[config.mk]
export PLATFORM = sky130hd
export DESIGN_NAME = elevator_scheduler
export DESIGN_NICKNAME = d
export VERILOG_FILES = /design/src/rtl/elev_pkg.sv /design/src/rtl/elev_timer.sv /design/src/rtl/elevator_scheduler.sv
export SDC_FILE = /design/constraint.sdc
export NUM_CORES = 1
export LEC_CHECK = 0
export CORE_MARGIN = 4
export CORE_UTILIZATION = 52
export CTS_BUF_LIST = sky130_fd_sc_hd__clkbuf_8
export DETAILED_ROUTE_END_ITERATION = 7
export HOLD_SLACK_MARGIN = 0.15
export PLACE_DENSITY_LB_ADDON = 0.1
export SYNTH_ARGS = -nofsm -noshare
export SYNTH_HDL_FRONTEND = slang
export SYNTH_HIERARCHICAL = 1
export SYNTH_SLANG_ARGS = --single-unit
[constraint.sdc]
create_clock -name CLK -period 5.28 [get_ports CLK]
set_clock_uncertainty 0.1 [all_clocks]
set_input_delay 0.792 -clock CLK [delete_from_list [all_inputs] [get_ports CLK]]
set_output_delay 0.792 -clock CLK [all_outputs]
set_load 0.05 [all_outputs]
[src/rtl/elev_pkg.sv]
// Shared types and constants for the elevator scheduler.
// State encoding, engine codes and travel direction values.
package elev_pkg;

   typedef enum logic [1:0] {
      IDLE      = 2'd0,
      MOVING    = 2'd1,
      DOOR_OPEN = 2'd2
   } state_e;

   localparam logic [1:0] ENG_OFF  = 2'b00;
   localparam logic [1:0] ENG_UP   = 2'b10;
   localparam logic [1:0] ENG_DOWN = 2'b11;

   localparam logic DIR_UP   = 1'b1;
   localparam logic DIR_DOWN = 1'b0;

   function automatic logic [1:0] eng_code(input logic dir);
      return dir ? ENG_UP : ENG_DOWN;
   endfunction

endpackage

[src/rtl/elev_timer.sv]
// Loadable down-counter shared by floor travel and door dwell timing.
// Load wins over hold; the count saturates at zero.
module elev_timer #(
   parameter int W = 3
) (
   input  logic         clk_i,
   input  logic         rst_ni,
   input  logic         load_i,
   input  logic [W-1:0] load_value_i,
   input  logic         hold_i,
   output logic         zero_o
);

   logic [W-1:0] cnt_q, cnt_d;

   always_comb begin
      cnt_d = cnt_q;
      if (load_i)
         cnt_d = load_value_i;
      else if (!hold_i && cnt_q != '0)
         cnt_d = cnt_q - 1'b1;
   end

   always_ff @(posedge clk_i) begin
      if (!rst_ni)
         cnt_q <= '0;
      else
         cnt_q <= cnt_d;
   end

   assign zero_o = (cnt_q == '0);

endmodule

[src/rtl/elevator_scheduler.sv]
// SCAN-ordered elevator request scheduler and car sequencer.
// Define ELEV_DOOR_HOLD_EN to add the door_hold input.
module elevator_scheduler
   import elev_pkg::*;
#(
   parameter int NUM_FLOORS    = 3,
   parameter int TRAVEL_CYCLES = 8,
   parameter int DOOR_CYCLES   = 4
) (
   input  logic                          CLK,
   input  logic                          RST,
`ifdef ELEV_DOOR_HOLD_EN
   input  logic                          door_hold,
`endif
   input  logic [NUM_FLOORS-1:0]         interior_panel,
   input  logic [NUM_FLOORS-1:0]         exterior_panel,
   output logic [1:0]                    engine,
   output logic [NUM_FLOORS-1:0]         doors,
   output logic [$clog2(NUM_FLOORS)-1:0] current_floor,
   output logic [NUM_FLOORS-1:0]         pending,
   output logic                          direction,
   output logic                          busy
);

   localparam int FW   = $clog2(NUM_FLOORS);
   localparam int TMAX = (TRAVEL_CYCLES > DOOR_CYCLES) ?
                         TRAVEL_CYCLES : DOOR_CYCLES;
   localparam int TW   = $clog2(TMAX);

   localparam logic [TW-1:0] TRAV_LD = TW'(TRAVEL_CYCLES - 1);
   localparam logic [TW-1:0] DOOR_LD = TW'(DOOR_CYCLES - 1);
   localparam logic [FW-1:0] TOP     = FW'(NUM_FLOORS - 1);
   localparam logic [NUM_FLOORS-1:0] ONE = NUM_FLOORS'(1);

   state_e                state_q, state_d;
   logic [FW-1:0]         floor_q, floor_d;
   logic [NUM_FLOORS-1:0] pend_q, pend_d;
   logic                  dir_q, dir_d;
   logic [1:0]            eng_q, eng_d;
   logic [NUM_FLOORS-1:0] doors_q, doors_d;

   logic                  t_load, t_hold, t_zero;
   logic [TW-1:0]         t_val;
   logic                  hold_w;

   logic [NUM_FLOORS-1:0] cur_oh, nxt_oh, clr;
   logic [NUM_FLOORS-1:0] up_mask, dn_mask;
   logic                  calls_up, calls_dn;
   logic                  at_cur, at_nxt, press_cur;

`ifdef ELEV_DOOR_HOLD_EN
   assign hold_w = door_hold;
`else
   assign hold_w = 1'b0;
`endif

   always_comb begin
      up_mask = '0;
      dn_mask = '0;
      for (int i = 0; i < NUM_FLOORS; i++) begin
         up_mask[i] = (i > int'(floor_q));
         dn_mask[i] = (i < int'(floor_q));
      end
   end

   assign cur_oh    = ONE << floor_q;
   assign nxt_oh    = dir_q ? (cur_oh << 1) : (cur_oh >> 1);
   assign calls_up  = |(pend_q & up_mask);
   assign calls_dn  = |(pend_q & dn_mask);
   assign at_cur    = |(pend_q & cur_oh);
   assign at_nxt    = |(pend_q & nxt_oh);
   assign press_cur = |((interior_panel | exterior_panel) & cur_oh);

   // The door-open clear beats a same-cycle press at that floor.
   assign clr    = (state_q == DOOR_OPEN) ? cur_oh : '0;
   assign pend_d = (pend_q | interior_panel | exterior_panel) & ~clr;

   elev_timer #(
      .W (TW)
   ) u_timer (
      .clk_i        (CLK),
      .rst_ni       (RST),
      .load_i       (t_load),
      .load_value_i (t_val),
      .hold_i       (t_hold),
      .zero_o       (t_zero)
   );

   always_ff @(posedge CLK) begin
      if (!RST) begin
         state_q <= IDLE;
         floor_q <= '0;
         pend_q  <= '0;
         dir_q   <= DIR_UP;
         eng_q   <= ENG_OFF;
         doors_q <= '0;
      end else begin
         state_q <= state_d;
         floor_q <= floor_d;
         pend_q  <= pend_d;
         dir_q   <= dir_d;
         eng_q   <= eng_d;
         doors_q <= doors_d;
      end
   end

   always_comb begin
      state_d = state_q;
      floor_d = floor_q;
      dir_d   = dir_q;
      t_load  = 1'b0;
      t_val   = TRAV_LD;
      t_hold  = 1'b0;
      unique case (state_q)
         IDLE: begin
            if (at_cur) begin
               state_d = DOOR_OPEN;
               t_load  = 1'b1;
               t_val   = DOOR_LD;
            end else if (calls_up || calls_dn) begin
               state_d = MOVING;
               t_load  = 1'b1;
               if (!(calls_up && calls_dn))
                  dir_d = calls_up ? DIR_UP : DIR_DOWN;
            end
         end
         MOVING: begin
            if (t_zero) begin
               floor_d = dir_q ? floor_q + 1'b1 : floor_q - 1'b1;
               t_load  = 1'b1;
               if (at_nxt) begin
                  state_d = DOOR_OPEN;
                  t_val   = DOOR_LD;
               end
            end
         end
         DOOR_OPEN: begin
            t_hold = hold_w;
            if (press_cur) begin
               t_load = 1'b1;
               t_val  = DOOR_LD;
            end else if (t_zero && !hold_w) begin
               state_d = IDLE;
            end
         end
         default: state_d = IDLE;
      endcase
   end

   always_comb begin
      eng_d   = ENG_OFF;
      doors_d = '0;
      unique case (state_d)
         MOVING:    eng_d   = eng_code(dir_d);
         DOOR_OPEN: doors_d = ONE << floor_d;
         default:   eng_d   = ENG_OFF;
      endcase
   end

   assign engine        = eng_q;
   assign doors         = doors_q;
   assign current_floor = floor_q;
   assign pending       = pend_q;
   assign direction     = dir_q;
   assign busy          = (state_q != IDLE);

   a_no_overrun: assert property (@(posedge CLK) disable iff (!RST)
      (state_q == MOVING && t_zero) |->
         (dir_q ? (floor_q != TOP) : (floor_q != '0)));

   a_floor_range: assert property (@(posedge CLK) disable iff (!RST)
      floor_q <= TOP);

endmodule

==> results.cfg <==
[cts]
cts-root-buf = clkbuf_8
cts_resized = 0
cts.htree.levels = 1
cts_tree = done
clock-sinks = 16
clkLatencyLatePin_ps = 250
clk_path_buf_depth = 2
postCtsSetupBuffers = 0
path_clk_slew_ps = 70
hold_buffers = 0
cts_buffers = 3

[setup_path]
cp_slowest_stage_delay_ps = 560
worst_setup_path_end_kind = flip-flop
cp.arrival_ps = 3050
critPathTopFamily = compound AO/OA/AOI/OAI gates
crit_type = reg2reg
critPathMaxFanout = 8
cp_common_cell = inv_1
required_ps = 5370
cp_num_buf_inv = 2
path_cells = inv_1 -> ha_1 -> a222oi_1 -> inv_1 -> o31ai_1 -> nand3_1 -> or4_1 -> o31a_2 -> a21boi_2
crit_path_top_delay_cell = or4_1
start_kind = flip-flop

[synthesis]
ys_types = 34
synth_top_area_cell = dfxtp_1
synth_cells = 110
synth_flop_cell = dfxtp_1
synth_async_sr_flop_share = 0
synth_seq_cells = 16
yosysWarnings = 6
synth_area_um2 = 947
synth_edf_count = 0
ys_seq_area_frac = 0.338
yosysMostFrequentCell = dfxtp_1
synth_area_per_cell_um2 = 8.61
synth.top_cells.by_area = dfxtp_1 (34%), ha_1 (11%), inv_1 (4.8%)
synth_commonest_cells = dfxtp_1 (16), inv_1 (12), nand2_1 (9)
netlist.area_leader.share = 0.338

[finish]
n_antenna_cell = 0
layout-drive-gt1-share = 0.0896
nFillCells = 145
stdcell_count = 159
area_growth_pct = 29.3
multi_input_area_um2 = 583
seqCellArea_um2 = 320
nets = 151

[route]
wl_per_cell_um = 13.5
wl_um = 2140
drc = 0
vias = 893
viasPerCell = 5.62
drt_iter0_drc = 53
final_antenna_net_count = 0
drtPass1Iterations = 5

[timing]
min_period_ps = 2950
fin_ws_ps = 2330
final-setup-viol-count = 0
fmaxAchievable_mhz = 339
tightest_slew_ps = 540
slew_violations = 0
tns_ps = 0
hold_viol_final = 0
slew_headroom = 0.640
grt_setup_unrepaired = false
period_share = 0.559

[grt]
overflow = 0
antenna_found_initial = 0
grtUsageTotal = 0.188
grt_max_degree = 10
grt_pass1_wl_um = 3680
grt_pass1_vias = 835

[pwr]
ir_worst_vdd_mv = 0.272
power_density_nw_per_um2 = 558
p_leak_nw = 0.512

[floorplanning]
core_um2 = 1730
dieArea_um2 = 2570
io-pin-count = 20
rows = 15
die_y_um = 50.7
die_x_um = 50.7
initial_core_util = 0.549

[outcome]
outcome = finished clean

[place]
gp_congestion = 0.833
portBuffers = 19
place_inst = 155
dp_slack_ps = 2350
hpwl_um = 1610

[job]
drv_cap = 0

[hold_path]
hold_class = reg2reg
==> final timing paths <==
kind / from / to / slack, ps / depth (start not counted)
max: current_floor[1]$_SDFF_PN0_ / u_timer/cnt_q[1]$_SDFFE_PN0P_ / 2330 / 9
min: u_timer/cnt_q[0]$_SDFFE_PN0P_ / u_timer/cnt_q[0]$_SDFFE_PN0P_ / 480 / 2
max reg2reg: current_floor[1]$_SDFF_PN0_ / u_timer/cnt_q[1]$_SDFFE_PN0P_ / 2330 / 9
min reg2reg: u_timer/cnt_q[0]$_SDFFE_PN0P_ / u_timer/cnt_q[0]$_SDFFE_PN0P_ / 480 / 2
==> state kept, by name, indices dropped and copies added, names as in the netlist <==
| register | flops |
|---|---|
| current_floor | 2 |
| direction | 1 |
| doors | 3 |
| engine | 2 |
| pending | 3 |
| state_q | 2 |
| u_timer/cnt_q | 3 |
==> worst reg2reg max path: cells and delay by family, from the launching register on <==
family / cells / cell delay, ps
compound gates: 4 / 1060
simple gates: 2 / 780
flops: 1 / 450
fa+ha+maj: 1 / 270
buf+inv: 2 / 230
==> layer usage <==
| metal | vias to the layer above | global-route usage | wire (um) |
|---|---|---|---|
| met5 | - | 0 | 0 |
| met3 | 5 | 0.0475 | 127 |
| met4 | 0 | 0.0762 | 29 |
| met1 | 420 | 0.221 | 946 |
| li1 | 435 | - | - |
| met2 | 33 | 0.322 | 1040 |
==> kinds of logic after synthesis <==
group                    Yosys count  synth area share
other                              2           0.00793
AND/OR/NAND/NOR                   31             0.172
multiplexers                       3            0.0317
AO/OA/AOI/OAI                     33             0.259
buffers and inverters             14            0.0581
adder cells (fa/ha/maj)            8             0.106
XOR/XNOR                           3            0.0277
flip-flops                        16             0.338
==> where the power goes <==
group / internal [mW] / switching (mW)
logic: 0.147 / 0.239
clock network: 0.0662 / 0.0464
registers: 0.154 / 0.0320
total: 0.366 / 0.318
==> placed cells by master, fill, tap and decap left out, types with 2 or more instances in the layout <==
master,instances
nand4b_1,2
nand3_1,2
o21ai_0,6
clkbuf_8,4
a21oi_1,5
nand2_1,9
mux2i_1,3
nor2_1,8
inv_1,12
ha_1,8
conb_1,5
a21boi_0,2
or4_1,2
dfxtp_1,16
o31a_2,2
o31ai_1,4
a21boi_2,2
o221ai_1,2
xnor2_1,3
nor3b_1,4
clkdlybuf4s50_1,19
==> final cells by class <==
class / count / area share
Tap cell: 25 / 0.0255
Timing Repair Buffer: 19 / 0.155
Multi-Input combinational cell: 83 / 0.476
Inverter: 12 / 0.0368
Sequential cell: 16 / 0.261
Clock buffer: 4 / 0.0449
==> per-stage QoR <==
stage	utilization	area (um^2)	hold slack [ps]	power (mW)
6_report	0.709	1220	483	0.684
5_1_grt	0.709	1220	525	0.738
4_1_cts	0.709	1220	491	0.682
3_5_place_dp	0.678	1170	476	0.570
3_3_place_gp	0.678	1170	450	0.561
2_1_floorplan	-	958	432	0.472
(Power assumes the default switching activity.)
